==> src/rtl/rf_defs_pkg.sv <==
// ---------------------------------------------------------------------------
// rf_defs_pkg
// Shared register-file definitions for the GPR bank read path.
//   REG_ZERO / REG_SP / REG_RA : architecturally special register indices
//   SP_RESET_DEFAULT           : power-on value of the stack pointer ($29)
//   RF_DEPTH / RF_IDX_W        : number of entries and index width
//   rf_writable()              : true for any index that accepts writes
// ---------------------------------------------------------------------------
package rf_defs_pkg;

    localparam int          RF_DEPTH         = 32;
    localparam int          RF_IDX_W         = 5;
    localparam int          SP_RESET_DEFAULT = 227;

    localparam logic [4:0]  REG_ZERO = 5'd0;
    localparam logic [4:0]  REG_SP   = 5'd29;
    localparam logic [4:0]  REG_RA   = 5'd31;

    // $0 is hard-wired to zero; every other index is a real storage entry.
    function automatic logic rf_writable(input logic [RF_IDX_W-1:0] idx);
        return idx != REG_ZERO;
    endfunction

endpackage

==> src/rtl/operand_latch.sv <==
// ---------------------------------------------------------------------------
// operand_latch
// DATA_W-wide operand register with load enable, used for the A and B
// operand latches that sit between the register bank and the ALU muxes.
// Ports:
//   clk   in   1       clock, rising edge
//   rst   in   1       asynchronous active-high reset, clears q to 0
//   load  in   1       capture d at the next rising edge; otherwise hold
//   d     in   DATA_W  value to capture
//   q     out  DATA_W  registered value
// ---------------------------------------------------------------------------
module operand_latch #(
    parameter int DATA_W = 32
) (
    input  logic              clk,
    input  logic              rst,
    input  logic              load,
    input  logic [DATA_W-1:0] d,
    output logic [DATA_W-1:0] q
);

    always_ff @(posedge clk or posedge rst) begin
        if (rst) begin
            q <= '0;
        end else if (load) begin
            q <= d;
        end
    end

endmodule

==> src/rtl/register_bank_read.sv <==
// ---------------------------------------------------------------------------
// register_bank_read
// 32-entry general-purpose register bank for the multicycle datapath: one
// write port (index from the write-register select mux), two combinational
// read ports (rs / rt) and the registered A/B operand latches.
// Optional feature macro: RF_BYPASS_EN
//   defined   - a write to the index being read appears on ReadDataN in the
//               same cycle, so a same-edge ALoad/BLoad captures the new value
//   undefined - reads show the old contents until the edge after the write
// Ports:
//   clk        in   1       clock, rising edge
//   reset      in   1       asynchronous active-high reset
//   RegWrite   in   1       write strobe
//   WriteReg   in   5       write index ($0 writes are dropped)
//   WriteData  in   DATA_W  write data
//   ReadReg1   in   5       read index, port 1 (rs)
//   ReadReg2   in   5       read index, port 2 (rt)
//   ALoad      in   1       load A_out from ReadData1
//   BLoad      in   1       load B_out from ReadData2
//   ReadData1  out  DATA_W  combinational read, port 1
//   ReadData2  out  DATA_W  combinational read, port 2
//   A_out      out  DATA_W  operand latch A
//   B_out      out  DATA_W  operand latch B
// ---------------------------------------------------------------------------
module register_bank_read
    import rf_defs_pkg::*;
#(
    parameter int              DATA_W   = 32,
    parameter logic [DATA_W-1:0] SP_RESET = DATA_W'(SP_RESET_DEFAULT)
) (
    input  logic                clk,
    input  logic                reset,
    input  logic                RegWrite,
    input  logic [RF_IDX_W-1:0] WriteReg,
    input  logic [DATA_W-1:0]   WriteData,
    input  logic [RF_IDX_W-1:0] ReadReg1,
    input  logic [RF_IDX_W-1:0] ReadReg2,
    input  logic                ALoad,
    input  logic                BLoad,
    output logic [DATA_W-1:0]   ReadData1,
    output logic [DATA_W-1:0]   ReadData2,
    output logic [DATA_W-1:0]   A_out,
    output logic [DATA_W-1:0]   B_out
);

    logic [DATA_W-1:0] regs [RF_DEPTH];
    logic              wr_en;

    assign wr_en = RegWrite && rf_writable(WriteReg);

    // Storage: reset forces the whole bank, so a write in flight is lost.
    always_ff @(posedge clk or posedge reset) begin
        if (reset) begin
            for (int i = 0; i < RF_DEPTH; i++) begin
                regs[i] <= (RF_IDX_W'(i) == REG_SP) ? SP_RESET : '0;
            end
        end else if (wr_en) begin
            regs[WriteReg] <= WriteData;
        end
    end

    // Read ports: $0 reads as zero regardless of array contents.
    always_comb begin
        ReadData1 = '0;
        ReadData2 = '0;
        if (ReadReg1 != REG_ZERO) begin
            ReadData1 = regs[ReadReg1];
        end
        if (ReadReg2 != REG_ZERO) begin
            ReadData2 = regs[ReadReg2];
        end
`ifdef RF_BYPASS_EN
        // Write-through: wr_en already excludes $0, so the zero rule holds.
        if (wr_en && (WriteReg == ReadReg1)) begin
            ReadData1 = WriteData;
        end
        if (wr_en && (WriteReg == ReadReg2)) begin
            ReadData2 = WriteData;
        end
`endif
    end

    operand_latch #(.DATA_W(DATA_W)) u_a_latch (
        .clk  (clk),
        .rst  (reset),
        .load (ALoad),
        .d    (ReadData1),
        .q    (A_out)
    );

    operand_latch #(.DATA_W(DATA_W)) u_b_latch (
        .clk  (clk),
        .rst  (reset),
        .load (BLoad),
        .d    (ReadData2),
        .q    (B_out)
    );

endmodule
==> config.mk <==
export PLATFORM = sky130hd
export DESIGN_NAME = register_bank_read
export DESIGN_NICKNAME = d
export VERILOG_FILES = /design/src/rtl/rf_defs_pkg.sv /design/src/rtl/operand_latch.sv /design/src/rtl/register_bank_read.sv
export SDC_FILE = /design/constraint.sdc
export NUM_CORES = 2
export LEC_CHECK = 0
export CORE_AREA = 2 2 277 389
export DETAILED_ROUTE_END_ITERATION = 8
export DIE_AREA = 0 0 279 391
export GPL_TIMING_DRIVEN = 0
export PLACE_DENSITY = 0.84
export SLEW_MARGIN = 40
export SYNTH_ARGS = -nofsm -noshare
export SYNTH_HDL_FRONTEND = slang
export SYNTH_HIERARCHICAL = 1
export SYNTH_SLANG_ARGS = --single-unit
==> constraint.sdc <==
create_clock -name clk -period 81.6 [get_ports clk]
set_input_delay 20.4 -clock clk [delete_from_list [all_inputs] [get_ports clk]]
set_output_delay 20.4 -clock clk [all_outputs]
set_load 0.03 [all_outputs]
* After elaboration in Yosys (flattened, before gate mapping)
Index checks and enable logic that the tools add are counted.
Storage, ports and cells: flip-flop bits (word level) 1088, bits of input ports 52, output and inout port bits 128, word-level logic and storage cells 57
Operators by class: magnitude comparators 4, mux-type cells 11, bitwise operators 3, reductions and logical operators 5
Operators by type and width (number):
- 1024-bit bitwise mux | 1
- 32-bit binary-select mux with 5-bit select | 2
- 32-bit two-way mux | 7
- 32-bit demux with 5-bit select | 1
- 6-bit greater-or-equal comparator, second input constant | 3
- 5-bit inverter with 6-bit output | 3
- 5-bit nonzero test | 3
- 6-bit by 1-bit < comparator with 1-bit output, second input constant | 1
- 1-bit logical AND | 2

* Logic depth before layout (Yosys ltp)
word-level depth 6, gate-level depth with buffers 8

* By module
The synthesis kept the hierarchy.
Modules (own cells, without submodules):
- register_bank_read | instances 1, cells an instance 3614, area an instance 54961.5 um^2, seq. area each 25630.8 um^2
- operand_latch | instances 2, cells an instance 69, area an instance 1348.8 um^2, seq. area each 800.8 um^2

* Least setup slack after synthesis
Ideal clock, no wire load.
path kind in2out, start point input ReadReg1[2], end point output ReadData1[30], arrival time 22.256 ns, required time 61.200 ns, slack 38.944 ns, stages on the path 7, cell sequence buf_4 -> buf_6 -> buf_4 -> mux2i_1 -> a221oi_1 -> o21ai_0 -> a311oi_1
On the way: word-level cells in the longest chain between the ends 5, elaborated cells on any way between the ends 6, those cells by class mux: 4; bitwise: 1; reduce/logical: 1
Ends and longest elaborated chain:
- start, declared | RTL line register_bank_read.sv:36 | input logic [RF_IDX_W-1:0] ReadReg1,
- 5-bit inverter with 6-bit output (not written as such) | RTL line register_bank_read.sv:67 | ReadData1 = regs[ReadReg1];
- 32-bit binary-select mux with 5-bit select | RTL line register_bank_read.sv:67
- 32-bit two-way mux (not written as such) (2 in series) | RTL line register_bank_read.sv:67
- 32-bit two-way mux * | RTL line register_bank_read.sv:66 | if (ReadReg1 != REG_ZERO) begin
- end, declared | RTL line register_bank_read.sv:40 | output logic [DATA_W-1:0] ReadData1,
Mark *: on every way between the ends. The rest lies on a longest branch, timed or not. The select of a mux whose other input is x is not followed.

* Worst setup path in the final report
start point input ReadReg2[3], end point output ReadData2[29]
On the way: word-level cells in the longest chain between the ends 5, elaborated cells on any way between the ends 6, those cells by class mux: 4; bitwise: 1; reduce/logical: 1
Ends and longest elaborated chain:
- start, declared | RTL line register_bank_read.sv:37 | input logic [RF_IDX_W-1:0] ReadReg2,
- 5-bit inverter with 6-bit output (not written as such) | RTL line register_bank_read.sv:70 | ReadData2 = regs[ReadReg2];
- 32-bit binary-select mux with 5-bit select | RTL line register_bank_read.sv:70
- 32-bit two-way mux (not written as such) (2 in series) | RTL line register_bank_read.sv:70
- 32-bit two-way mux * | RTL line register_bank_read.sv:69 | if (ReadReg2 != REG_ZERO) begin
- end, declared | RTL line register_bank_read.sv:41 | output logic [DATA_W-1:0] ReadData2,
Marks and branches as above.

==> flow_metrics.py <==
metrics = {
    "floorplan": {
        "die_w_um": 279,
        "core_area_um2": 106000,
        "io_pins": 180,
        "die_area_um2": 109000,
        "die_y_um": 391,
        "start_util_pct": 54.4,
        "rows": 142,
    },
    "cells_and_area": {
        "final_cells": 5493,
        "final_util_pct": 61.4,
        "syn_to_final_growth_pct": 12.9,
        "most-common-layout-cells": "dfrtp_1, mux2_2, mux4_2",
        "finalInstanceArea_um2": 65100,
        "nets": 4095,
        "fillers": 7527,
        "final_common_cell": "dfrtp_1",
        "final_layout_size_suffix_gt1_share_pct": 48.4,
    },
    "logic_synthesis": {
        "yosysSeqAreaShare_pct": 47.2,
        "synth-seq-cells": 1088,
        "synth_cells": 3752,
        "syn-cell-area_um2": 57700,
        "synth.distinct_cells": 46,
        "yosys.area.top_type": "dfrtp_1",
        "synth_edf_count": 0,
        "synth-main-ff-cell": "dfrtp_1",
        "ys_top_cells_by_area": "dfrtp_1, mux2_2, mux4_2",
        "synthArstFlopShare_pct": 100,
        "syn_area_per_cell_um2": 15.4,
        "synth.top_cell.area_share_pct": 47.0,
        "yosysWarnings": 6,
        "synth_nets": 3804,
    },
    "status": {
        "status": "complete, but fails checks",
        "violations": "DRC",
    },
    "placement": {
        "dp_cells": 5305,
        "dpl_cell_area_um2": 61600,
        "portBuffers": 169,
        "gp_congestion": 1.05,
        "dp_hpwl_um": 157000,
        "dp_slack_ns": 36.77,
    },
    "cts": {
        "postCtsHoldBufs": 0,
        "clkTransAtPathRegs_ns": 0.07,
        "cts_tree": "yes",
        "clock_path_buffers": 3,
        "clkLatencyLatePin_ns": 0.73,
        "cts_setup_buffers": 0,
        "clock_sink_count": 1088,
        "htree_levels": 3,
        "cts_resized": 0,
        "cts_root_buf": "clkbuf_16",
        "cts_made_buffers": 103,
    },
    "setup_path": {
        "startpoint_type": "primary input",
        "critPathRequiredTime_ns": 61.20,
        "criticalPathCategory": "primary input to output pin",
        "end_kind": "output pin",
        "cp_max_fo": 10,
        "arrival_ns": 24.56,
    },
    "detailed_routing": {
        "ant_nets": 0,
        "vias": 40543,
        "drc": 1,
        "viasPerCell": 7.38,
        "drt_iter0_markers": 5497,
        "dr.pass1.iters": 9,
        "wire_per_inst_um": 39.4,
        "wl_um": 216000,
    },
    "timing": {
        "setup_tns_ns": 0,
        "drv_slew": 0,
        "rsz0062_at_grt": "false",
        "fin_ws_ns": 36.64,
        "period_share_pct": 55.1,
        "skew_ns": 0.0319,
        "whs_ns": 0.482,
        "setup_violations": 0,
        "max_freq_mhz": 22.2,
        "worst_slew_margin_rel_pct": 27.3,
        "worst_pin_slew_ns": 1.08,
        "fin_crit_ns": 44.96,
        "finalHoldViolations": 0,
    },
    "hold_path": {
        "hold_path.class": "register to register",
    },
    "global_route": {
        "antenna_found_initial": 4,
        "grtUsageTotal_pct": 39.9,
        "grt_start_max_net_pins": 81,
        "overflow": 0,
        "grt_pass1_wl_um": 304000,
        "grt_pass1_vias": 41173,
    },
    "power": {
        "power_leakage_nw": 28.2,
        "power_mw": 1.60,
        "power_density_nw_per_um2": 24.6,
        "ir_drop_mv": 0.0159,
    },
    "run": {
        "maxCapViolCount": 0,
    },
}
[synth_stat cells, types with 2 or more instances]
cell type / n
mux4_1: 42
a211oi_1: 64
or2_1: 2
nor2b_1: 66
mux2i_1: 128
nand2_1: 54
a311oi_1: 64
buf_2: 137
o21ai_0: 22
mux2_1: 45
buf_12: 8
inv_2: 2
dfstp_2: 5
a22oi_1: 64
nand3_1: 2
nand3b_1: 4
dlygate4sd1_1: 2
nor2_1: 11
nor2b_4: 2
mux4_2: 406
o21ai_1: 87
buf_6: 38
mux2_4: 60
buf_4: 71
nand2b_1: 2
o2111ai_1: 19
buf_1: 2
nor2_2: 12
clkbuf_1: 169
dfrtp_1: 1083
mux2_2: 1015
nor3b_1: 4
a221oi_1: 45
inv_1: 3
[where the power goes]
part | internal [mW] | switching [mW] | leakage (nW) | total, mW
logic | 0.205 | 0.182 | 12.7 | 0.387
clock network | 0.271 | 0.222 | 1.64 | 0.493
registers | 0.642 | 0.0796 | 13.9 | 0.722
[metal layers]
layer  share of wire (%)  track usage, %  up-vias
met3                  13            14.1     1047
li1                    -               -    15120
met4                  10            32.7        4
met5               0.011               0        -
met1                  33            46.7    21014
met2                  44            59.5     3358
[area by class of cell]
class                           instances  area, um^2  share of cell area, %
Multi-Input combinational cell       2229       28100                   43.2
Sequential cell                      1088       27200                   41.8
Clock buffer                          150        3040                   4.67
Buffer                                430        2520                   3.87
Timing Repair Buffer                  186        2120                   3.26
Tap cell                             1368        1710                   2.63
Clock inverter                         35         314                  0.483
Inverter                                5        31.3                 0.0481
Antenna cell                            2        5.00                0.00769
[final timing paths]
check / endpoint / slack [ns] / cells past startpoint / startpoint
max: ReadData2[29] / 36.64 / 7 / ReadReg2[3]
max in group asynchronous: regs[236]$_DFFE_PP0P_ / 59.44 / 6 / reset
max reg2reg: u_a_latch/q[19]$_DFFE_PP0P_ / 79.05 / 5 / regs[915]$_DFFE_PP0P_
min reg2reg: regs[1018]$_DFFE_PP0P_ / 0.48 / 1 / regs[1018]$_DFFE_PP0P_
min in group asynchronous: u_a_latch/q[21]$_DFFE_PP0P_ / 20.21 / 2 / reset
min: regs[1018]$_DFFE_PP0P_ / 0.48 / 1 / regs[1018]$_DFFE_PP0P_
[state kept, by name (all words and copies together), names as in the netlist]
register	cells
u_a_latch/q	32
regs	1024
u_b_latch/q	32
[critical path, cell delays in order]
cell             delay (ns)
clkdlybuf4s50_1        0.65
clkbuf_1               0.46
nor2b_2                0.64
buf_2                  0.42
a22oi_1                0.28
a311oi_1               0.86
clkdlybuf4s50_1        0.82
[logic make-up after synthesis]
logic type,share of synthesized area [%]
muxes,42.3
AOI/OAI and AO/OA,4.56
DFF,47.2
and+or+nand+nor,1.60
buffers and inverters,4.36
Power figures use the tool's default switching activity.
